--- config.mk ---
export PLATFORM = sky130hd
export DESIGN_NAME = ram_burst_reader
export DESIGN_NICKNAME = d
export VERILOG_FILES = /design/src/rtl/ram_burst_reader_pkg.sv /design/src/rtl/ram_reader_skid.sv /design/src/rtl/ram_burst_reader.sv
export SDC_FILE = /design/constraint.sdc
export NUM_CORES = 1
export LEC_CHECK = 0
export BUFFER_PORTS_ARGS = -buffer_cell sky130_fd_sc_hd__buf_2
export CORE_MARGIN = 2
export CORE_UTILIZATION = 49
export CTS_CLUSTER_DIAMETER = 150
export DETAILED_ROUTE_END_ITERATION = 16
export PLACE_DENSITY_LB_ADDON = 0.08
export SLEW_MARGIN = 20
export SYNTH_ARGS = -nofsm -noshare
export SYNTH_HDL_FRONTEND = slang
export SYNTH_HIERARCHICAL = 1
export SYNTH_SLANG_ARGS = --single-unit
--- constraint.sdc ---
create_clock -name clk -period 2.3 [get_ports clk]
set_clock_uncertainty 0.05 [all_clocks]
set_input_delay 0.115 -clock clk [delete_from_list [all_inputs] [get_ports clk]]
set_output_delay 0.115 -clock clk [all_outputs]
set_load 0.005 [all_outputs]
--- src/rtl/ram_burst_reader_pkg.sv ---
// Shared state encoding and default geometry for the RAM burst reader.
// No logic of its own; imported by the reader top and its buffer.
// The defaults match the RAM array so both sides agree on address and word width.
package ram_burst_reader_pkg;

    localparam int ADDRWIDTH_DEF = 8;
    localparam int DATAWIDTH_DEF = 4;

    typedef enum logic [1:0] {
        S_IDLE  = 2'd0,
        S_RUN   = 2'd1,
        S_DRAIN = 2'd2
    } state_t;

endpackage

--- src/rtl/ram_reader_skid.sv ---
// Two-entry valid/ready buffer; head entry drives the stream outputs directly.
// Latency: a push is visible at the head one cycle later when the buffer is empty.
// Backpressure: accepts a push while not full, or while full with a same-cycle pop.
module ram_reader_skid
    import ram_burst_reader_pkg::*;
#(
    parameter int DATAWIDTH = DATAWIDTH_DEF
) (
    input  logic                 clk,
    input  logic                 rst,
    input  logic                 push,
    input  logic [DATAWIDTH-1:0] push_data,
    output logic                 can_push,
    output logic [DATAWIDTH-1:0] head_data,
    output logic                 head_valid,
    input  logic                 pop_ready,
    output logic                 last_pop
);

    logic [DATAWIDTH-1:0] tail_data;
    logic                 tail_valid;
    logic                 pop;

    // Pop is a handshake on the head; full means the tail is occupied.
    always_comb begin
        pop      = head_valid & pop_ready;
        can_push = ~tail_valid | pop;
        last_pop = pop & ~tail_valid;
    end

    // Head/tail update: pops shift the tail forward, pushes fill the first free slot.
    always_ff @(posedge clk or posedge rst) begin
        if (rst) begin
            head_data  <= '0;
            head_valid <= 1'b0;
            tail_data  <= '0;
            tail_valid <= 1'b0;
        end else begin
            case ({push, pop})
                2'b11: begin
                    if (tail_valid) begin
                        head_data <= tail_data;
                        tail_data <= push_data;
                    end else begin
                        head_data <= push_data;
                    end
                end
                2'b01: begin
                    head_data  <= tail_data;
                    head_valid <= tail_valid;
                    tail_valid <= 1'b0;
                end
                2'b10: begin
                    if (!head_valid) begin
                        head_data  <= push_data;
                        head_valid <= 1'b1;
                    end else begin
                        tail_data  <= push_data;
                        tail_valid <= 1'b1;
                    end
                end
                default: ;
            endcase
        end
    end

endmodule

--- src/rtl/ram_burst_reader.sv ---
// Walks the RAM read address from base_addr for len words and streams the data out.
// Latency: first word valid one cycle after the start-sampling edge; one word/cycle.
// Backpressure: m_ready low stalls the buffer, which freezes the address walk.
module ram_burst_reader
    import ram_burst_reader_pkg::*;
#(
    parameter int ADDRWIDTH = ADDRWIDTH_DEF,
    parameter int DATAWIDTH = DATAWIDTH_DEF
) (
    input  logic                 clk,
    input  logic                 rst,
    input  logic                 start,
    input  logic [ADDRWIDTH-1:0] base_addr,
    input  logic [ADDRWIDTH:0]   len,
    output logic                 busy,
    output logic                 done,
    output logic [ADDRWIDTH-1:0] ram_a,
    input  logic [DATAWIDTH-1:0] ram_do,
    output logic [DATAWIDTH-1:0] m_data,
    output logic                 m_valid,
    input  logic                 m_ready
);

    state_t               state;
    state_t               state_nxt;
    logic [ADDRWIDTH:0]   rem;
    logic                 can_push;
    logic                 last_pop;
    logic                 push;
    logic                 accept;
    logic                 zero_req;
    logic                 done_nxt;
    logic                 last_push;

    ram_reader_skid #(
        .DATAWIDTH (DATAWIDTH)
    ) u_skid (
        .clk        (clk),
        .rst        (rst),
        .push       (push),
        .push_data  (ram_do),
        .can_push   (can_push),
        .head_data  (m_data),
        .head_valid (m_valid),
        .pop_ready  (m_ready),
        .last_pop   (last_pop)
    );

    // State register.
    always_ff @(posedge clk or posedge rst) begin
        if (rst) state <= S_IDLE;
        else     state <= state_nxt;
    end

    // Next state: bursts of zero length never leave IDLE.
    always_comb begin
        state_nxt = state;
        case (state)
            S_IDLE:  if (start && len != '0) state_nxt = S_RUN;
            S_RUN:   if (last_push)          state_nxt = S_DRAIN;
            S_DRAIN: if (last_pop)           state_nxt = S_IDLE;
            default:                         state_nxt = S_IDLE;
        endcase
    end

    // Per-state control strobes.
    always_comb begin
        busy      = (state != S_IDLE);
        accept    = (state == S_IDLE) && start && (len != '0);
        zero_req  = (state == S_IDLE) && start && (len == '0);
        push      = (state == S_RUN) && can_push;
        last_push = push && (rem == (ADDRWIDTH+1)'(1));
        done_nxt  = zero_req || ((state == S_DRAIN) && last_pop);
    end

    // Address/remaining counters advance only on a push; done is a registered pulse.
    always_ff @(posedge clk or posedge rst) begin
        if (rst) begin
            ram_a <= '0;
            rem   <= '0;
            done  <= 1'b0;
        end else begin
            done <= done_nxt;
            if (accept) begin
                ram_a <= base_addr;
                rem   <= len;
            end else if (push) begin
                ram_a <= ram_a + ADDRWIDTH'(1);
                rem   <= rem - (ADDRWIDTH+1)'(1);
            end
        end
    end

endmodule

; ---- Word level (Yosys, flattened, before mapping)
; Index checks and enable logic that the tools add are counted.
[word_totals]
reg_bits = 30
input_bits = 25
output_inout_bits = 15
wordCells = 63
[op_classes]
add_sub_neg = 2
eq_ne = 12
n_mux = 17
n_bitwise = 4
reduce_logical = 20
[ops]
columns = operator, n
row1 = 9-bit two-way mux, 2
row2 = 4-bit two-way mux, 4
row3 = 8-bit two-way mux, 2
row4 = 4-bit one-hot mux with 3 select lines, 1
row5 = 9-bit by 1-bit == test with 1-bit output (second input constant), 1
row6 = 9-bit logical NOT, 1
row7 = 9-bit nonzero test, 1
row8 = 9-bit by 1-bit subtractor with 9-bit output (second input constant), 1
row9 = 8-bit by 1-bit adder with 8-bit output (second input constant), 1
row10 = 2-bit != test (second input constant), 4
row11 = 4-bit one-hot mux with 2 select lines, 1
row12 = 2-bit nonzero test, 4
row13 = 1-bit logical AND, 7
row14 = 2-bit == test (second input constant), 3
row15 = 2-bit two-way mux, 3
row16 = 2-bit one-hot mux with 3 select lines, 1
row17 = 3-bit AND reduction, 2
row18 = 2-bit by 1-bit == test with 1-bit output (second input constant), 2
row19 = 2-bit by 1-bit != test with 1-bit output (second input constant), 2
row20 = 1-bit one-hot mux with 2 select lines, 2
row21 = 2-bit AND reduction, 2
row22 = 3-bit nonzero test, 1
row23 = 1-bit bitwise AND, 2
row24 = 2-bit logical NOT, 1
row25 = 4 further kinds, 4

; ---- Logic depth before layout (Yosys ltp)
; Gate-level depths: netlist of the first run.
[depth]
depth_word = 6
mapped_depth = 11
depth_no_buf = 9

; ---- Modules after synthesis
; The synthesis of the first run kept the hierarchy.
[modules_own_cells]
columns = module, instances, cells_per_inst, area_each_um2, seq_area_each_um2
row1 = ram_burst_reader, 1, 127, 1159.9, 500.5
row2 = ram_reader_skid, 1, 60, 651.9, 250.2

; ---- Least setup slack after synthesis of the first run
; OpenSTA, ideal clock, no wires.
[synth_path]
path_kind = register to register
startpoint = register u_skid.head_valid
endpoint = register u_skid.tail_data[0]
setup_ns = 0.125
arrival_ns = 2.211
required_time_ns = 2.125
setup_slack_ns = -0.086
path_stages_with_launch = 11
n_path_buf = 2
synth_period_minus_slack_ns = 2.386
cell_sequence = dfrtp_1 -> buf_6 -> nand2_2 -> nand2_1 -> nand3b_1 -> clkinv_1 -> buf_1 -> ha_1 -> and2_4 -> o21ai_4 -> mux2_4
[synth_via]
elab_chain_cells = 6
word_cells_on_any_way = 10
classes_between = eq/ne: 4 / mux: 1 / bitwise: 2 / reduce/logical: 3
[synth_lines]
columns = item, line_no
row1 = start: declaration, ram_reader_skid.sv:15  ; output logic head_valid,
row2 = start signal: assignment, ram_reader_skid.sv:50  ; head_valid <= tail_valid;
row3 = 1-bit bitwise AND *, ram_reader_skid.sv:26  ; pop = head_valid & pop_ready;
row4 = 1-bit bitwise OR *, ram_reader_skid.sv:27  ; can_push = ~tail_valid | pop;
row5 = via can_push, ram_burst_reader.sv:27  ; logic can_push;
row6 = 1-bit logical AND *, ram_burst_reader.sv:71  ; push = (state == S_RUN) && can_push;
row7 = via push, ram_burst_reader.sv:29  ; logic push;
row8 = 2-bit == test, ram_reader_skid.sv:39  ; case ({push, pop})
row9 = 2-bit by 1-bit != test with 1-bit output (no line) / 2-bit nonzero test (equally long branches), -
row10 = 3-bit AND reduction (no line), -
row11 = end signal: assignment, ram_reader_skid.sv:43  ; tail_data <= push_data;
row12 = end signal: assignment, ram_reader_skid.sv:58  ; tail_data <= push_data;
row13 = end: declaration, ram_reader_skid.sv:20  ; logic [DATAWIDTH-1:0] tail_data;
; Mark *: on every way through the listed nets, which the timed path passes. The rest lies on a longest branch.
; A chain may end at the register's enable or synchronous reset.

; ---- Worst setup path in the final report of the first run
[layout_path]
startpoint = register u_skid.head_valid
endpoint = register u_skid.tail_data[1]
[layout_via]
elab_chain_cells = 6
word_cells_on_any_way = 10
classes_between = eq/ne: 4 / mux: 1 / bitwise: 2 / reduce/logical: 3
[layout_lines]
columns = item, line_no
row1 = 1-bit bitwise AND *, ram_reader_skid.sv:26
row2 = 1-bit bitwise OR *, ram_reader_skid.sv:27
row3 = via can_push, ram_burst_reader.sv:27
row4 = 1-bit logical AND *, ram_burst_reader.sv:71
row5 = 2-bit == test, ram_reader_skid.sv:39
row6 = 2-bit by 1-bit != test with 1-bit output (no line) / 2-bit nonzero test (equally long branches), -
row7 = 3-bit AND reduction (no line), -
; Marked as above.

==> metrics.csv, run 1 <==
stage,metric,value,unit
finish,ANT cells,0,
finish,proportion of layout cells with a drive suffix above 1,29.41,%
grt,final global-route overflow total,0,
clock_tree,clk root buf,clkbuf_8,
sta,RSZ-0062 raised after global routing,no,
floorplanning,Die Wd,64.81,um
sta,maximum clock rate,0.4752,GHz
worst_hold_path,Hold Path Origin,base_addr[6],
sta,Slew HR,47.96,%
sta,min Tclk post-route,2.104,ns
synth,most frequent cell after synthesis,dfrtp_1,
clock_tree,CTS Sinks,30,
sta,pins over their slew limit,0,
clock_tree,post_cts resized,0,
sta,fin worst setup slack,0.1957,ns
synth,Yosys top cell by area,dfrtp_1,
floorplanning,Starting Density,50.24,%
synth,top cell type's share of synthesized area,41.44,%
worst_setup_path,Setup crit end kind,register,
clock_tree,Setup Buffers After CTS,0,
grt,largest net degree at the start of global routing,21,
sta,Hold Fails Final Rpt,0,
finish,# nets final,269,
floorplanning,core area,3606,sq um
grt,vias in the first global route,1592,
power_and_ir_drop,Static Leakage,1.019,nW
power_and_ir_drop,Worst IR Drop VDD,0.6924,mV
floorplanning,full die area,4200,sq um
worst_setup_path,worst r2r src,u_skid/head_valid$_DFFE_PP0P_,
job,Max Cap Viol,0,
synth,Mapped Cells,187,
worst_hold_path,Hold Crit Class,in -> reg,
detailed_routing,Avg Vias per Cell,5.762,
synth,Post-Syn Nets,218,
placement,HPWL after detailed placement,3207,um
worst_setup_path,Worst EP required,2.42,ns
sta,Tcrit/Tclk final,91.49,%
placement,DP Worst Slack,0.2334,ns
worst_setup_path,WS Path Type,reg -> reg,
detailed_routing,WL/cell,15.19,um
synth,Post-synth top cells,"dfrtp_1, nand2_1, nor2_1, inv_1, o21ai_0",
detailed_routing,vias,1648,
worst_setup_path,Critical Path AT,2.22,ns
clock_tree,Max clock buf depth,2,
floorplanning,Chip Height,64.81,um
clock_tree,Clock transition at path regs,0.06,ns
worst_setup_path,Worst Setup Start Kind,register,
synth,synth unique cells,51,
sta,TNS Setup,0,ns
power_and_ir_drop,Tot Pwr,3.073,mW
clock_tree,CTS Hold Bufs,4,
synth,"EDFF count, synth",0,
synth,synth warn,6,
detailed_routing,Initial DRC Count,169,
grt,GRT Total Usage,22.61,%
synth,dominant cells by area after synthesis,"dfrtp_1, nand2_1, ha_1",
sta,Final Setup Violations,0,
detailed_routing,DR pass1 iterations,4,
finish,post-synthesis to final-layout area growth,21.06,%
worst_setup_path,Max Fanout on Critical Path,10,
grt,first-pass GRT wire length,7155,um
clock_tree,Clock Latency Late Sink,0.28,ns
synth,asr flop ratio synth,100.0,%
detailed_routing,number of remaining DRC errors,0,
placement,# port buffers,39,
clock_tree,CTS Buf Count,5,
synth,ys flop type,dfrtp_1,
floorplanning,I/O Pins,40,
synth,Synth Register Bits,30,
detailed_routing,final wirelength,4343,um
clock_tree,TritonCTS clock tree,yes,
synth,sequential fraction of the synthesis area,41.44,%
power_and_ir_drop,PD cells,1401,nW/um^2
placement,gpl congestion,0.8488,
clock_tree,# H-tree levels,2,
worst_setup_path,Critical Path Start,u_skid/head_valid$_DFFE_PP0P_,
placement,dpl cells,275,
finish,fin cells,286,
detailed_routing,"antenna viol nets, final",0,
sta,Worst Max-Slew Pin Slew,0.7797,ns
synth,Post-Syn Area,1812,sq um
grt,initial antenna violation count,0,
synth,Mapped Avg Cell Area,9.688,sq um
floorplanning,site row count,22,
status,status,finished clean,
[critical path: stages (launching register included)]
cell,delay [ns]
dfrtp_1,0.38
nand2_2,0.06
nand2_1,0.07
nand3b_1,0.14
clkinv_1,0.24
ha_1,0.32
and2_4,0.18
o21ai_4,0.23
mux2_4,0.32
[cell type report]
| class | count | area (sq um) |
|---|---|---|
| clock buffer | 7 | 76.32 |
| fill | 331 | 1413 |
| inverter | 12 | 45.04 |
| multi-input combinational | 139 | 973.4 |
| sequential | 30 | 750.7 |
| tap | 48 | 60.06 |
| timing repair buffer | 50 | 287.8 |
[worst paths after layout]
path / depth (start not counted) / end / slack (ns)
setup reg to reg: 8 / u_skid/tail_data[1]$_DFFE_PP0P_ / 0.20
min in group asynchronous: 3 / u_skid/head_valid$_DFFE_PP0P_ / 0.33
hold / removal: 2 / ram_a[6]$_DFFE_PP0P_ / 0.01
hold reg to reg: 1 / rem[8]$_DFFE_PP0P_ / 0.47
max in group asynchronous: 3 / state[1]$_DFFE_PP0P_ / 1.21
setup / recovery: 8 / u_skid/tail_data[1]$_DFFE_PP0P_ / 0.20
[stage by stage]
step,utilization (%),hold WS [ns],instance area [sq um]
finish,60.83,0.01031,2193
global route,60.83,0.003553,2193
CTS,60.83,0.002542,2193
detailed placement,57.60,0.07764,2077
global placement,57.60,0.07000,2077
floorplan,-,-0.09482,1813
[metal layers]
layer / up-vias / routed length, um / track usage [%]
met5: - / 0 / 0
met4: 0 / 78 / 8.777
met3: 10 / 285 / 6.944
met2: 63 / 2064 / 37.37
met1: 793 / 1915 / 27.55
li1: 782 / - / -
[flip-flops by register name, summed over array words and instances (netlist names)]
name               count
u_skid/tail_valid      1
ram_a                  8
done                   1
u_skid/tail_data       4
u_skid/head_valid      1
rem                    9
u_skid/head_data       4
state                  2
[power by group]
group / internal [mW] / switching (mW) / leakage (nW) / total (mW)
sequential: 0.795 / 0.242 / 0.360 / 1.04
clock: 0.208 / 0.186 / 0.0383 / 0.394
combinational: 0.783 / 0.860 / 0.620 / 1.64
[kinds of logic after synthesis]
kind of cell	Yosys count	share of synthesized area, %
adders and majority gates	6	4.144
and+or+nand+nor	78	23.00
DFF	30	41.44
xor gates and xnor gates	2	0.9670
muxes	12	8.080
buffers and inverters	18	4.833
AOI/OAI and AO/OA	41	17.54
[cells in the final DEF (no fill, tap or decap), types with 2 or more instances in the layout]
cell / count
a221o_1: 3
nor2_1: 14
buf_2: 39
nand2b_1: 2
ha_1: 6
dfrtp_1: 30
nand4_1: 2
mux2i_1: 3
xor2_1: 2
and3_1: 5
nor3b_2: 2
o22ai_1: 2
buf_4: 7
dlygate4sd3_1: 4
clkbuf_8: 5
mux2_4: 4
a21oi_1: 2
nand3b_1: 3
nand2_1: 21
a211oi_1: 6
clkbuf_1: 2
mux2_2: 5
o21ai_0: 10
o211ai_1: 5
nand3_1: 9
a221oi_1: 4
inv_1: 11
nor3_1: 7
No activity file was read; power rests on OpenSTA's default activity.
==> inputs of run 2 (changes only) <==
--- a/config.mk
+++ b/config.mk
@@ -7,7 +7,7 @@
 export LEC_CHECK = 0
 export BUFFER_PORTS_ARGS = -buffer_cell sky130_fd_sc_hd__buf_2
 export CORE_MARGIN = 2
-export CORE_UTILIZATION = 49
+export CORE_UTILIZATION = 58
 export CTS_CLUSTER_DIAMETER = 150
 export DETAILED_ROUTE_END_ITERATION = 16
 export PLACE_DENSITY_LB_ADDON = 0.08
==> constraint.sdc (replaced) <==
create_clock -name clk -period 2.6 [get_ports clk]
set_clock_uncertainty 0.05 [all_clocks]
set_input_delay 0.13 -clock clk [delete_from_list [all_inputs] [get_ports clk]]
set_output_delay 0.13 -clock clk [all_outputs]
set_load 0.005 [all_outputs]
==> run 2 against run 1 <==
Effect of this change: via count decreased by 0.42%; non-clock buffer count increased by 9; die area decreased by 15%; maximum frequency decreased by 4.8%; final cell count decreased by 2.4%; hold slack got worse by 0.0034 ns; sequential power decreased by 9%; core utilization increased by 14 points; combinational power decreased by 13%; critical path depth increased by 1; critical endpoint is now u_skid/head_data[3]$_DFFE_PP0P_.
==> metrics.csv, run 2 (synthesis results as in run 1) <==
stage,metric,value,unit,change
status,status,finished clean,,
clock_tree,CTS Buf Count,5,,unchanged
worst_setup_path,Critical Path Start,u_skid/head_valid$_DFFE_PP0P_,,
sta,Slew HR,47.20,%,-0.76 points
power_and_ir_drop,Static Leakage,1.047,nW,+2.8%
clock_tree,Clock Latency Late Sink,0.34,ns,+0.06 ns
sta,min Tclk post-route,2.211,ns,+0.1063 ns
clock_tree,clk root buf,clkbuf_4,,
finish,"commonest cells after routing, fill and taps aside","buf_2, dfrtp_1, nand2_1",,
grt,final global-route overflow total,0,,unchanged
sta,Hold Fails Final Rpt,0,,unchanged
finish,post-synthesis to final-layout area growth,23.89,%,
placement,gpl congestion,0.8667,,+2.1%
clock_tree,Setup Buffers After CTS,0,,unchanged
worst_setup_path,FF-to-FF setup slack,0.39,ns,+0.19 ns
clock_tree,Max clock buf depth,2,,unchanged
sta,pins over their slew limit,0,,unchanged
finish,# nets final,278,,+3.3%
clock_tree,# H-tree levels,2,,unchanged
worst_setup_path,Worst EP required,2.75,ns,+0.33 ns
detailed_routing,WL met1,1905,um,-0.52%
power_and_ir_drop,Worst IR Drop VDD,0.5486,mV,-21%
sta,maximum clock rate,0.4524,GHz,-4.8%
floorplanning,site row count,20,,-9.1%
worst_setup_path,Critical Path AT,2.36,ns,+0.14 ns
floorplanning,Chip Height,59.89,um,-7.6%
worst_setup_path,r2r worst-path depth,9,,+1
clock_tree,CTS Sinks,30,,unchanged
grt,largest net degree at the start of global routing,21,,unchanged
detailed_routing,DR pass1 iterations,4,,unchanged
finish,ANT cells,0,,unchanged
detailed_routing,WL/cell,15.27,um,+0.55%
detailed_routing,vias,1641,,-0.42%
worst_setup_path,Worst R2R End,u_skid/head_data[3]$_DFFE_PP0P_,,
grt,GRT Total Usage,26.52,%,+3.9 points
finish,fin cells,279,,-2.4%
finish,Largest Register,rem,,
detailed_routing,Avg Vias per Cell,5.882,,+2.1%
sta,RSZ-0062 raised after global routing,no,,
clock_tree,TritonCTS clock tree,yes,,
finish,"most common cell after layout, fill and taps aside",buf_2,,
placement,dpl cells,258,,-6.2%
floorplanning,Die Wd,59.89,um,-7.6%
placement,HPWL after detailed placement,3086,um,-3.8%
detailed_routing,"antenna viol nets, final",0,,unchanged
detailed_routing,highest routed metal layer,met4,,
job,Max Cap Viol,0,,unchanged
grt,first-pass GRT wire length,6996,um,-2.2%
sta,Final Setup Violations,0,,unchanged
detailed_routing,Initial DRC Count,70,,-59%
clock_tree,Clock transition at path regs,0.10,ns,+0.04 ns
floorplanning,Starting Density,60.33,%,+10 points
worst_setup_path,Setup crit end kind,register,,
worst_setup_path,Max Fanout on Critical Path,12,,+2
finish,max reg flops,9,,unchanged
finish,proportion of layout cells with a drive suffix above 1,28.05,%,-1.4 points
floorplanning,core area,3003,sq um,-17%
finish,Finished Cell Area,2245,sq um,+2.3%
worst_setup_path,WS Path Type,reg -> reg,,
detailed_routing,WL met3,172,um,-40%
finish,Regs by FF count,"rem: 9 flops, ram_a: 8 flops",,
sta,Worst Max-Slew Pin Slew,0.7911,ns,+0.01144 ns
floorplanning,full die area,3587,sq um,-15%
detailed_routing,detailed route wirelength on metal2,2124,um,+2.9%
power_and_ir_drop,PD cells,1177,nW/um^2,-16%
worst_setup_path,Worst Setup Start Kind,register,,
sta,Tcrit/Tclk final,85.02,%,-6.5 points
detailed_routing,final wirelength,4260,um,-1.9%
worst_hold_path,Hold Crit Class,in -> reg,,
detailed_routing,number of remaining DRC errors,0,,unchanged
worst_setup_path,Critical Path Sink,u_skid/head_data[3]$_DFFE_PP0P_,,
floorplanning,I/O Pins,40,,unchanged
worst_setup_path,worst r2r src,u_skid/head_valid$_DFFE_PP0P_,,
grt,vias in the first global route,1513,,-5.0%
placement,"Cell Area, Placed",2043,sq um,-1.6%
grt,initial antenna violation count,0,,unchanged
sta,TNS Setup,0,ns,unchanged
placement,# port buffers,39,,unchanged
==> run 2: cell count changes in the layout (fill, tap and decap cells not counted) <==
cell and change:
dlygate4sd3_1 +11, buf_4 -2, clkbuf_4 +5, clkbuf_8 -4, clkbuf_1 -2
==> run 2: what timing repair did <==
action                    4_1_cts  5_1_grt
resized for setup               0        0
hold buffers                   15        0
hold endpoints to repair       44        0
==> run 2: per-stage QoR <==
step | total power [mW] | utilization (%) | setup WS [ns] | hold slack [ns]
CTS | 2.636 | 74.75 | 0.4219 | 0.003867
floorplan | 1.931 | - | 0.2139 | -0.07982
global route | 2.864 | 74.75 | 0.2156 | 0.0008180
detailed placement | 2.332 | 68.04 | 0.4403 | 0.07498
global placement | 2.264 | 68.04 | 0.5800 | 0.06895
finish | 2.641 | 74.75 | 0.3894 | 0.006881
==> run 2: worst max-delay path: stages (launching register included) <==
cell and delay, ns:
dfrtp_1 0.50, nand2_2 0.18, nand2_1 0.10, nand3b_1 0.10, clkinv_1 0.09, buf_4 0.18, inv_1 0.07, ha_1 0.30
a221oi_1 0.35, a211oi_1 0.13
==> run 2: worst min-delay path by stage <==
stage | from | endpoint | slack [ns] | cells past startpoint
after floorplan | rst | u_skid/head_data[0]$_DFFE_PP0P_ | -0.08 | 1
after global placement | rst | u_skid/head_valid$_DFFE_PP0P_ | 0.07 | 2
after detailed placement | rst | u_skid/head_valid$_DFFE_PP0P_ | 0.07 | 2
after CTS | ram_do[3] | u_skid/tail_data[3]$_DFFE_PP0P_ | 0.004 | 2
after global routing | ram_do[3] | u_skid/tail_data[3]$_DFFE_PP0P_ | 0.0008 | 2
final | len[7] | rem[7]$_DFFE_PP0P_ | 0.007 | 3
==> run 2: layout make-up <==
type                    instances  area [sq um]
clock buffers                   6         51.30
fillers                       236         758.2
inverters                      12         45.04
multi-input cells             139         973.4
flip-flops and latches         30         750.7
well taps                      33         41.29
repair buffers                 59         382.9
==> run 2: power by group <==
group,switching [mW],internal (mW)
clock,0.158,0.122
sequential,0.241,0.701
combinational,0.726,0.694
==> run 2: layer usage <==
metal,GRT usage (%),up-vias
met1,33.38,793
met2,43.48,35
met5,0,-
met3,6.494,7
met4,10.48,0
li1,-,806
